$ cat config.mk
export PLATFORM = sky130hd
export DESIGN_NAME = stack_ptr_unit
export DESIGN_NICKNAME = d
export VERILOG_FILES = /design/src/rtl/stack_pkg.sv /design/src/rtl/stack_ptr_unit_decode.sv /design/src/rtl/stack_ptr_unit.sv
export SDC_FILE = /design/constraint.sdc
export NUM_CORES = 1
export LEC_CHECK = 0
export CAP_MARGIN = 15
export CORE_MARGIN = 4
export CORE_UTILIZATION = 40
export CTS_CLUSTER_DIAMETER = 120
export DETAILED_ROUTE_END_ITERATION = 10
export GPL_ROUTABILITY_DRIVEN = 0
export HOLD_SLACK_MARGIN = 0.06
export PLACE_DENSITY = 0.69
export SYNTH_ARGS = -nofsm -noshare
export SYNTH_HDL_FRONTEND = slang
export SYNTH_SLANG_ARGS = --single-unit
$ cat constraint.sdc
create_clock -name clk -period 4.17 [get_ports clk]
set_clock_uncertainty 0.05 [all_clocks]
set_input_delay 0.6255 -clock clk [delete_from_list [all_inputs] [get_ports clk]]
set_output_delay 0.6255 -clock clk [all_outputs]
set_load 0.005 [all_outputs]
$ cat src/rtl/stack_pkg.sv
// Shared defaults and operation codes for the descending stack-pointer unit.
package stack_pkg;

    localparam int          ADDR_W_DEF    = 8;
    localparam logic [7:0]  STACK_TOP_DEF = 8'hFF;
    localparam int          DEPTH_DEF     = 80;
    localparam logic [7:0]  STACK_LIMIT   = STACK_TOP_DEF - 8'(DEPTH_DEF);

    typedef enum logic [2:0] {
        OP_IDLE,
        OP_PUSH,
        OP_POP,
        OP_REPL,
        OP_LOAD
    } op_t;

endpackage

$ cat src/rtl/stack_ptr_unit_decode.sv
// Combinational priority decode of stack requests into one operation plus error strobes.
module stack_op_decode
    import stack_pkg::*;
#(
    parameter int                ADDR_W    = ADDR_W_DEF,
    parameter logic [ADDR_W-1:0] STACK_TOP = STACK_TOP_DEF,
    parameter int                DEPTH     = DEPTH_DEF
) (
    input  logic              push,
    input  logic              pop,
    input  logic              load,
    input  logic [ADDR_W-1:0] load_val,
    input  logic              full,
    input  logic              empty,
    output op_t               op,
    output logic              ovf_hit,
    output logic              unf_hit,
    output logic              lerr_hit
);

    // Distance below the top; values above STACK_TOP wrap to something larger than DEPTH.
    logic [ADDR_W-1:0] load_ofs;
    logic              load_ok;

    assign load_ofs = STACK_TOP - load_val;
    assign load_ok  = (load_ofs <= ADDR_W'(DEPTH));

    always_comb begin
        op       = OP_IDLE;
        ovf_hit  = 1'b0;
        unf_hit  = 1'b0;
        lerr_hit = 1'b0;
        if (load) begin
            if (load_ok) op = OP_LOAD;
            else         lerr_hit = 1'b1;
        end else if (push && pop) begin
            if (!empty) op = OP_REPL;
            else        unf_hit = 1'b1;
        end else if (push) begin
            if (!full) op = OP_PUSH;
            else       ovf_hit = 1'b1;
        end else if (pop) begin
            if (!empty) op = OP_POP;
            else        unf_hit = 1'b1;
        end
    end

endmodule

$ cat src/rtl/stack_ptr_unit.sv
// Descending stack-pointer unit: registered memory address, occupancy and sticky error flags.
module stack_ptr_unit
    import stack_pkg::*;
#(
    parameter int                ADDR_W    = ADDR_W_DEF,
    parameter logic [ADDR_W-1:0] STACK_TOP = STACK_TOP_DEF,
    parameter int                DEPTH     = DEPTH_DEF,
    localparam int               CNT_W     = $clog2(DEPTH + 1)
) (
    input  logic              clk,
    input  logic              rst_n,
    input  logic              push,
    input  logic              pop,
    input  logic              load,
    input  logic [ADDR_W-1:0] load_val,
    input  logic              clr_err,
    output logic [ADDR_W-1:0] mem_addr,
    output logic              mem_valid,
    output logic              mem_we,
    output logic [ADDR_W-1:0] sp,
    output logic [CNT_W-1:0]  count,
    output logic              full,
    output logic              empty,
    output logic              overflow,
    output logic              underflow,
    output logic              load_err
);

    op_t               op;
    logic              ovf_hit;
    logic              unf_hit;
    logic              lerr_hit;
    logic [ADDR_W-1:0] sp_inc;
    logic [ADDR_W-1:0] sp_dec;
    logic [ADDR_W-1:0] sp_next;
    logic [CNT_W-1:0]  count_next;

    stack_op_decode #(
        .ADDR_W    (ADDR_W),
        .STACK_TOP (STACK_TOP),
        .DEPTH     (DEPTH)
    ) u_decode (
        .push     (push),
        .pop      (pop),
        .load     (load),
        .load_val (load_val),
        .full     (full),
        .empty    (empty),
        .op       (op),
        .ovf_hit  (ovf_hit),
        .unf_hit  (unf_hit),
        .lerr_hit (lerr_hit)
    );

    assign sp_inc = sp + ADDR_W'(1);
    assign sp_dec = sp - ADDR_W'(1);

    always_comb begin
        sp_next = sp;
        case (op)
            OP_LOAD: sp_next = load_val;
            OP_PUSH: sp_next = sp_dec;
            OP_POP:  sp_next = sp_inc;
            default: sp_next = sp;
        endcase
        count_next = CNT_W'(STACK_TOP - sp_next);
    end

    // Flags come from the next count so full/empty are registers, not decode of sp.
    always_ff @(posedge clk or negedge rst_n) begin
        if (!rst_n) begin
            sp        <= STACK_TOP;
            count     <= '0;
            full      <= 1'b0;
            empty     <= 1'b1;
            mem_addr  <= '0;
            mem_valid <= 1'b0;
            mem_we    <= 1'b0;
            overflow  <= 1'b0;
            underflow <= 1'b0;
            load_err  <= 1'b0;
        end else begin
            sp    <= sp_next;
            count <= count_next;
            full  <= (count_next == CNT_W'(DEPTH));
            empty <= (count_next == '0);
            case (op)
                OP_PUSH: begin
                    mem_addr  <= sp;
                    mem_we    <= 1'b1;
                    mem_valid <= 1'b1;
                end
                OP_POP: begin
                    mem_addr  <= sp_inc;
                    mem_we    <= 1'b0;
                    mem_valid <= 1'b1;
                end
                OP_REPL: begin
                    mem_addr  <= sp_inc;
                    mem_we    <= 1'b1;
                    mem_valid <= 1'b1;
                end
                default: mem_valid <= 1'b0;
            endcase
            // A new error in the same cycle as clr_err keeps the flag set.
            overflow  <= ovf_hit  | (overflow  & ~clr_err);
            underflow <= unf_hit  | (underflow & ~clr_err);
            load_err  <= lerr_hit | (load_err  & ~clr_err);
        end
    end

endmodule

==> results by group, run 1 <==
Finish
  • Design area: 0.00224 mm²
  • Final cell count without fillers: 271
  • Multi-input gate area: 813 µm²
  • Register area: 762 µm²
  • Antenna diodes: 0
  • Layout cells sized above 1: 12.2%
  • Area grow syn2layout: 32.7%
  • Fill cells: 388
  • Final net count: 236
  • Most common cell after layout, fill and taps aside: clkdlybuf4s50_1
  • Most frequent cells in the layout: clkdlybuf4s50_1, dfrtp_1, inv_1

STA
  • Setup TNS: 0 ps
  • Final number of hold-violating endpoints: 0
  • Final Max Slew Viols: 0
  • RSZ-0062 raised after global routing: no
  • Slew headroom: 61.8%
  • Final min period: 2840 ps
  • Crit share post-route: 68.1%
  • Final setup fails: 0
  • Max Clock Freq: 352 MHz
  • Worst slew pin tran: 572 ps

Min path
  • HP Start: mem_addr[3]
  • Min-delay worst type: register to register

Pwr
  • Power, Total: 1.23 mW
  • Maximum vdd drop: 0.247 mV
  • Pwr dens: 550 mW/mm²
  • Static Leak: 0.909 nW

Drt
  • WL/cell: 15.8 µm
  • Via Count: 1530
  • DR iter-0 viols: 91
  • Aggregate routed wire length: 4270 µm
  • Vias/cell: 5.65
  • Drt drc: 0
  • Drt first pass iters: 5
  • Final ANT Viol Nets: 0

Global route
  • Initial antenna violation count: 0
  • Pin count of the biggest net entering global routing: 31
  • Number of global-route vias before repair: 1491
  • First-pass GRT wire length: 7270 µm
  • All-layer global routing usage: 17.7%
  • Remaining Overflow, GRT: 0

Floorplan
  • Die area: 0.00533 mm²
  • Num rows: 23
  • Placeable Area: 0.00403 mm²
  • Die H: 73.0 µm
  • Starting Density: 41.9%
  • Die W: 73.0 µm
  • Top Ports: 44

Synthesis
  • Syn Area/Cell: 9.49 µm²
  • Yosys warnings: 0
  • Synth Net Count: 194
  • Post-synthesis sequential area ratio: 45.1%
  • Post-Syn Instances: 178
  • Most used flip-flop cell after synthesis: dfrtp_1
  • Async SR Flop Fraction: 100%
  • Cell Area, Synth: 0.00169 mm²
  • Unique cell type count in the Yosys netlist: 54
  • Yosys reg bits: 30
  • Number of synthesized flops with an enable pin: 0

Critical path
  • Critical path data required time: 4320 ps
  • Crit path from: load
  • WP data arrival: 2990 ps
  • RR Startpoint: sp[0]
  • CP Max Fanout: 17
  • CP startpoint kind: input port
  • CP Capture Type: register
  • CP Class: input port to register

Placed design
  • Placed Cells incl. Taps: 263
  • Dpl hpwl: 3080 µm
  • Placed cell area: 0.00215 mm²
  • PortBufs: 43

Clocking
  • Setup Buffers After CTS: 0
  • # resized after CTS: 0
  • Inserted Clock Buffers: 5
  • H-tree levels: 2
  • CTS Sinks: 30
  • CTS tree: built
  • Worst-Skew Late Latency: 280 ps
  • # hold bufs at CTS: 0
  • Clock Root Buffer: clkbuf_8
  • Clk buf depth: 2
  • CTS clk-pin slew, worst paths: 60 ps

Outcome
  • Status: completed

Flow run
  • Max-cap check violation count: 0
-- state kept, by name, summed over array words and instances, names as in the netlist --
| name | count |
|---|---|
| count | 7 |
| empty | 1 |
| load_err | 1 |
| mem_valid | 1 |
| full | 1 |
| mem_we | 1 |
| sp | 8 |
| mem_addr | 8 |
| underflow | 1 |
| overflow | 1 |
-- worst paths after layout --
check / end / slack, ps / cells past startpoint
max in group asynchronous: sp[0] / 3090 / 2
worst min register to register: mem_addr[3] / 430 / 2
min in group asynchronous: mem_valid / 670 / 2
worst max-delay path: empty / 1330 / 7
worst min-delay path: mem_addr[3] / 430 / 2
worst max register to register: empty / 1530 / 8
-- per-layer routing --
metal,track usage (%),share of wire [%],up-vias
met1,23.5,45,707
met4,7.79,3.4,0
li1,-,-,737
met3,4.68,7.4,19
met5,0,0,-
met2,26.8,44,67
-- cells by family (layout without fill, tap and decap cells) --
logic type               Yosys count  after routing  share of synthesized area (%)
AND/OR/NAND/NOR                   60             60                           20.0
AO/OA/AOI/OAI                     53             53                           23.5
flip-flops                        30             30                           45.1
buffers and inverters             27             70                           6.74
XOR/XNOR                           5              5                           2.59
adder cells (fa/ha/maj)            2              2                           1.48
multiplexers                       1              1                          0.593
-- cell usage after synthesis, types with 2 or more instances --
| cell type | number | area, µm² |
|---|---|---|
| o22ai_1 | 4 | 25.0 |
| nand2b_1 | 4 | 25.0 |
| a32o_1 | 2 | 20.0 |
| nand2_1 | 15 | 56.3 |
| and3_1 | 4 | 25.0 |
| nor2_1 | 9 | 33.8 |
| a22oi_1 | 3 | 22.5 |
| o21ai_0 | 12 | 60.1 |
| xnor2_1 | 2 | 17.5 |
| dfrtp_1 | 21 | 526 |
| xor2_1 | 3 | 26.3 |
| a221o_1 | 4 | 40.0 |
| buf_2 | 4 | 20.0 |
| nor3_1 | 7 | 35.0 |
| dfstp_2 | 9 | 236 |
| or4b_1 | 2 | 20.0 |
| ha_1 | 2 | 25.0 |
| o32ai_1 | 2 | 17.5 |
| nand3_1 | 6 | 30.0 |
| clkbuf_1 | 5 | 18.8 |
| inv_1 | 16 | 60.1 |
| o22a_1 | 2 | 17.5 |
| a21oi_1 | 8 | 40.0 |
| nand4_1 | 2 | 12.5 |
-- power breakdown --
part / total, mW / switching, mW / internal (mW)
Sequential: 0.520 / 0.114 / 0.405
Clock: 0.242 / 0.110 / 0.132
Combinational: 0.471 / 0.191 / 0.279
Total: 1.23 / 0.416 / 0.817
-- through the flow --
step	hold WS, ps	util (%)	setup WS, ps
global route	455	55.7	1070
CTS	435	55.7	1360
floorplan	280	-	1830
global placement	412	53.3	1130
finish	426	55.7	1330
detailed placement	420	53.3	1070
-- critical path, cell delays in order --
cell and delay [ps]:
clkdlybuf4s50_1 680, or4b_1 790, o221ai_1 260, a22oi_1 110, a21oi_2 200, nand4_1 150
nor3_1 170
-- cell type report --
type / instances / share of cell area [%]
multi-input combinational: 121 / 36.3
sequential: 30 / 34.0
timing repair buffer: 45 / 19.9
clock buffer: 6 / 3.68
inverter: 17 / 2.85
tap: 50 / 2.79
clock inverter: 2 / 0.558
No activity file was read; power rests on OpenSTA's default activity.
==> run 2: changes to the inputs <==
Settings changed: PLACE_DENSITY 0.69 to 0.71.
Clock period 4.17 ns to 2.6 ns, I/O delays scaled along.
==> run 2 against run 1 <==
  * Sequential power increased by 52%
  * Register-to-register slack lost 1400 ps
  * Combinational power is 83% higher
  * Clock power grew 81%
  * Largest power group is now combinational cells
  * Largest cell class unchanged
  * Critical endpoint is now full
  * First-iteration DRC count is 45% higher
  * Hold slack improved by 1.2 ps
  * Setup slack worse by 1200 ps
  * Total power rose by 70%
  * Global-route usage increased by 0.77 points
  * Core utilization up 2.9 points
==> results by group, run 2 (synthesis gave the netlist of run 1 again) <==
Outcome
  • Status: completed

Pwr
  • Power, Total: 2.09 mW (+70%)
  • Gate power share: 41.3% (+3.1 points)
  • Static Leak: 0.982 nW (+8.0%)
  • Pwr dens: 887 mW/mm² (+61%)
  • Sw Share: 32.3% (-1.4 points)
  • Clock share of power: 20.9% (+1.3 points)
  • Maximum vdd drop: 0.503 mV (+100%)
  • Cell Int Power: 1.42 mW (+73%)
  • Switch Pwr: 0.675 mW (+62%)
  • Sequential power share: 37.9% (-4.3 points)

Placed design
  • Placed Cells incl. Taps: 276 (+4.9%)
  • Placed cell area: 0.00224 mm² (+4.5%)
  • Dpl hpwl: 3360 µm (+9.0%)
  • PortBufs: 43 (unchanged)

Critical path
  • Reg2reg end: full
  • RR Startpoint: sp[0]
  • WP data arrival: 2600 ps (-390 ps)
  • Worst R2R Path Depth: 8 (unchanged)
  • CP max stage cell: dfstp_2
  • Largest stage delay, worst path: 530 ps (-260 ps)
  • Critical path data required time: 2730 ps (-1590 ps)
  • Reg2Reg Setup Slack: 130 ps (-1400 ps)
  • CP Max Fanout: 3 (-14)
  • CP startpoint kind: register
  • CP Class: register to register
  • CP Capture Type: register
  • Cells along the critical path: inv_1, ha_1, or4b_1, a21oi_2, o32ai_1, a21oi_1, nand4_1, nor3_1

Clocking
  • Clk buf depth: 2 (unchanged)
  • CTS tree: built
  • CTS Sinks: 30 (unchanged)
  • Worst-Skew Late Latency: 280 ps (about the same)
  • Clock Root Buffer: clkbuf_8
  • H-tree levels: 2 (unchanged)
  • Setup Buffers After CTS: 0 (unchanged)
  • CTS clk-pin slew, worst paths: 60 ps (about the same)
  • Inserted Clock Buffers: 5 (unchanged)

Finish
  • Most common cell after layout, fill and taps aside: clkdlybuf4s50_1
  • Design area: 0.00236 mm² (+5.2%)
  • Most frequent cells in the layout: clkdlybuf4s50_1, dfrtp_1, inv_1
  • Fill cells: 385 (-0.77%)
  • Multi-input gate area: 817 µm² (+0.46%)
  • Final cell count without fillers: 284 (+4.8%)
  • Layout cells sized above 1: 17.5% (+5.3 points)
  • Register area: 762 µm² (unchanged)
  • Final net count: 249 (+5.5%)
  • Antenna diodes: 0 (unchanged)
  • Top flop regs: mem_addr (8), sp (8), count (7)
  • Area grow syn2layout: 39.6%

STA
  • Slew headroom: 69.1% (+7.3 points)
  • Final min period: 2470 ps
  • RSZ-0062 raised after global routing: no
  • Worst slew pin tran: 463 ps (-110 ps)
  • Max Clock Freq: 405 MHz
  • Final setup fails: 0 (unchanged)
  • Crit share post-route: 94.9%
  • Hold_ws: 428 ps (+1.20 ps)
  • Final Max Slew Viols: 0 (unchanged)
  • Final number of hold-violating endpoints: 0 (unchanged)

Drt
  • WL/cell: 15.8 µm (-0.11%)
  • Drt first pass iters: 5 (unchanged)
  • Drt drc: 0 (unchanged)
  • Vias/cell: 5.73 (+1.5%)
  • Aggregate routed wire length: 4470 µm (+4.7%)
  • Final ANT Viol Nets: 0 (unchanged)
  • Via Count: 1628 (+6.4%)
  • DR iter-0 viols: 132 (+45%)

Global route
  • Initial antenna violation count: 0 (unchanged)
  • Remaining Overflow, GRT: 0 (unchanged)
  • Number of global-route vias before repair: 1481 (-0.67%)
  • Pin count of the biggest net entering global routing: 31 (unchanged)
  • All-layer global routing usage: 18.4% (+0.77 points)
  • First-pass GRT wire length: 7370 µm (+1.3%)

Floorplan
  • Starting Density: 41.9% (unchanged)
  • Die W: 73.0 µm (unchanged)
  • Die area: 0.00533 mm² (unchanged)
  • Top Ports: 44 (unchanged)
  • Die H: 73.0 µm (unchanged)
  • Num rows: 23 (unchanged)
  • Placeable Area: 0.00403 mm² (unchanged)

Flow run
  • Max-cap check violation count: 0 (unchanged)

Min path
  • WHS Path Cells: 2 (unchanged)
  • Min-delay worst type: register to register
  • Worst min-delay path endpoint: mem_addr[3]
  • HP Start: mem_addr[3]
-- run 2: cell count changes in the layout (fill, tap and decap cells not counted), sizes merged --
cell	change
clkinvlp	-1
clkinv	-1
clkbuf	+2
buf	+13
-- run 2: per-layer routing --
layer	routed length, µm	up-vias	track usage, %
li1	-	771	-
met1	1950	753	24.5
met2	2050	90	27.5
met3	374	14	5.37
met4	105	0	8.40
met5	0	-	0
-- run 2: power by group through the flow --
| stage | logic, mW | clock network (mW) | registers (mW) |
|---|---|---|---|
| after floorplan | 0.400 | 0 | 0.766 |
| after global placement | 0.857 | 0 | 0.797 |
| after detailed placement | 0.865 | 0 | 0.800 |
| after CTS | 0.870 | 0.450 | 0.794 |
| after global routing | 0.948 | 0.473 | 0.817 |
| final | 0.863 | 0.437 | 0.792 |
-- run 2: cell type report --
cell class | count | area share [%]
Multi-Input combinational cell | 121 | 34.6
Sequential cell | 30 | 32.3
Timing Repair Buffer | 58 | 23.0
Clock buffer | 8 | 4.67
Inverter | 17 | 2.71
Tap cell | 50 | 2.65
-- run 2: through the flow --
stage	setup slack, ps	utilization [%]	setup TNS [ps]
after floorplan	262	-	0
after global placement	62.7	55.7	0
after detailed placement	-72.7	55.7	-72.7
after CTS	99.6	58.4	0
after global routing	32.3	58.5	0
final	132	58.5	0
-- run 2: how the worst max path moves through the flow --
stage / slack [ps] / startpoint / to
5_1_grt: 30 / sp[0] / full
3_3_place_gp: 60 / pop / empty
2_1_floorplan: 260 / sp[0] / empty
3_5_place_dp: -70 / pop / full
4_1_cts: 100 / sp[0] / full
6_report: 130 / sp[0] / full
-- run 2: timing repair --
action / 4_1_cts / 5_1_grt
endpoints found under the hold margin: 0 / 0
gates resized for setup: 0 / 1
endpoints found under the setup margin: 0 / 2
hold buffers: 0 / 0
-- run 2: worst max-delay path, delay by kind of cell (launching register included) --
kind	cells	cell delay, ps
buffers and inverters	1	50
DFF	1	530
AOI/OAI and AO/OA	3	530
and+or+nand+nor	3	890
adders and majority gates	1	330
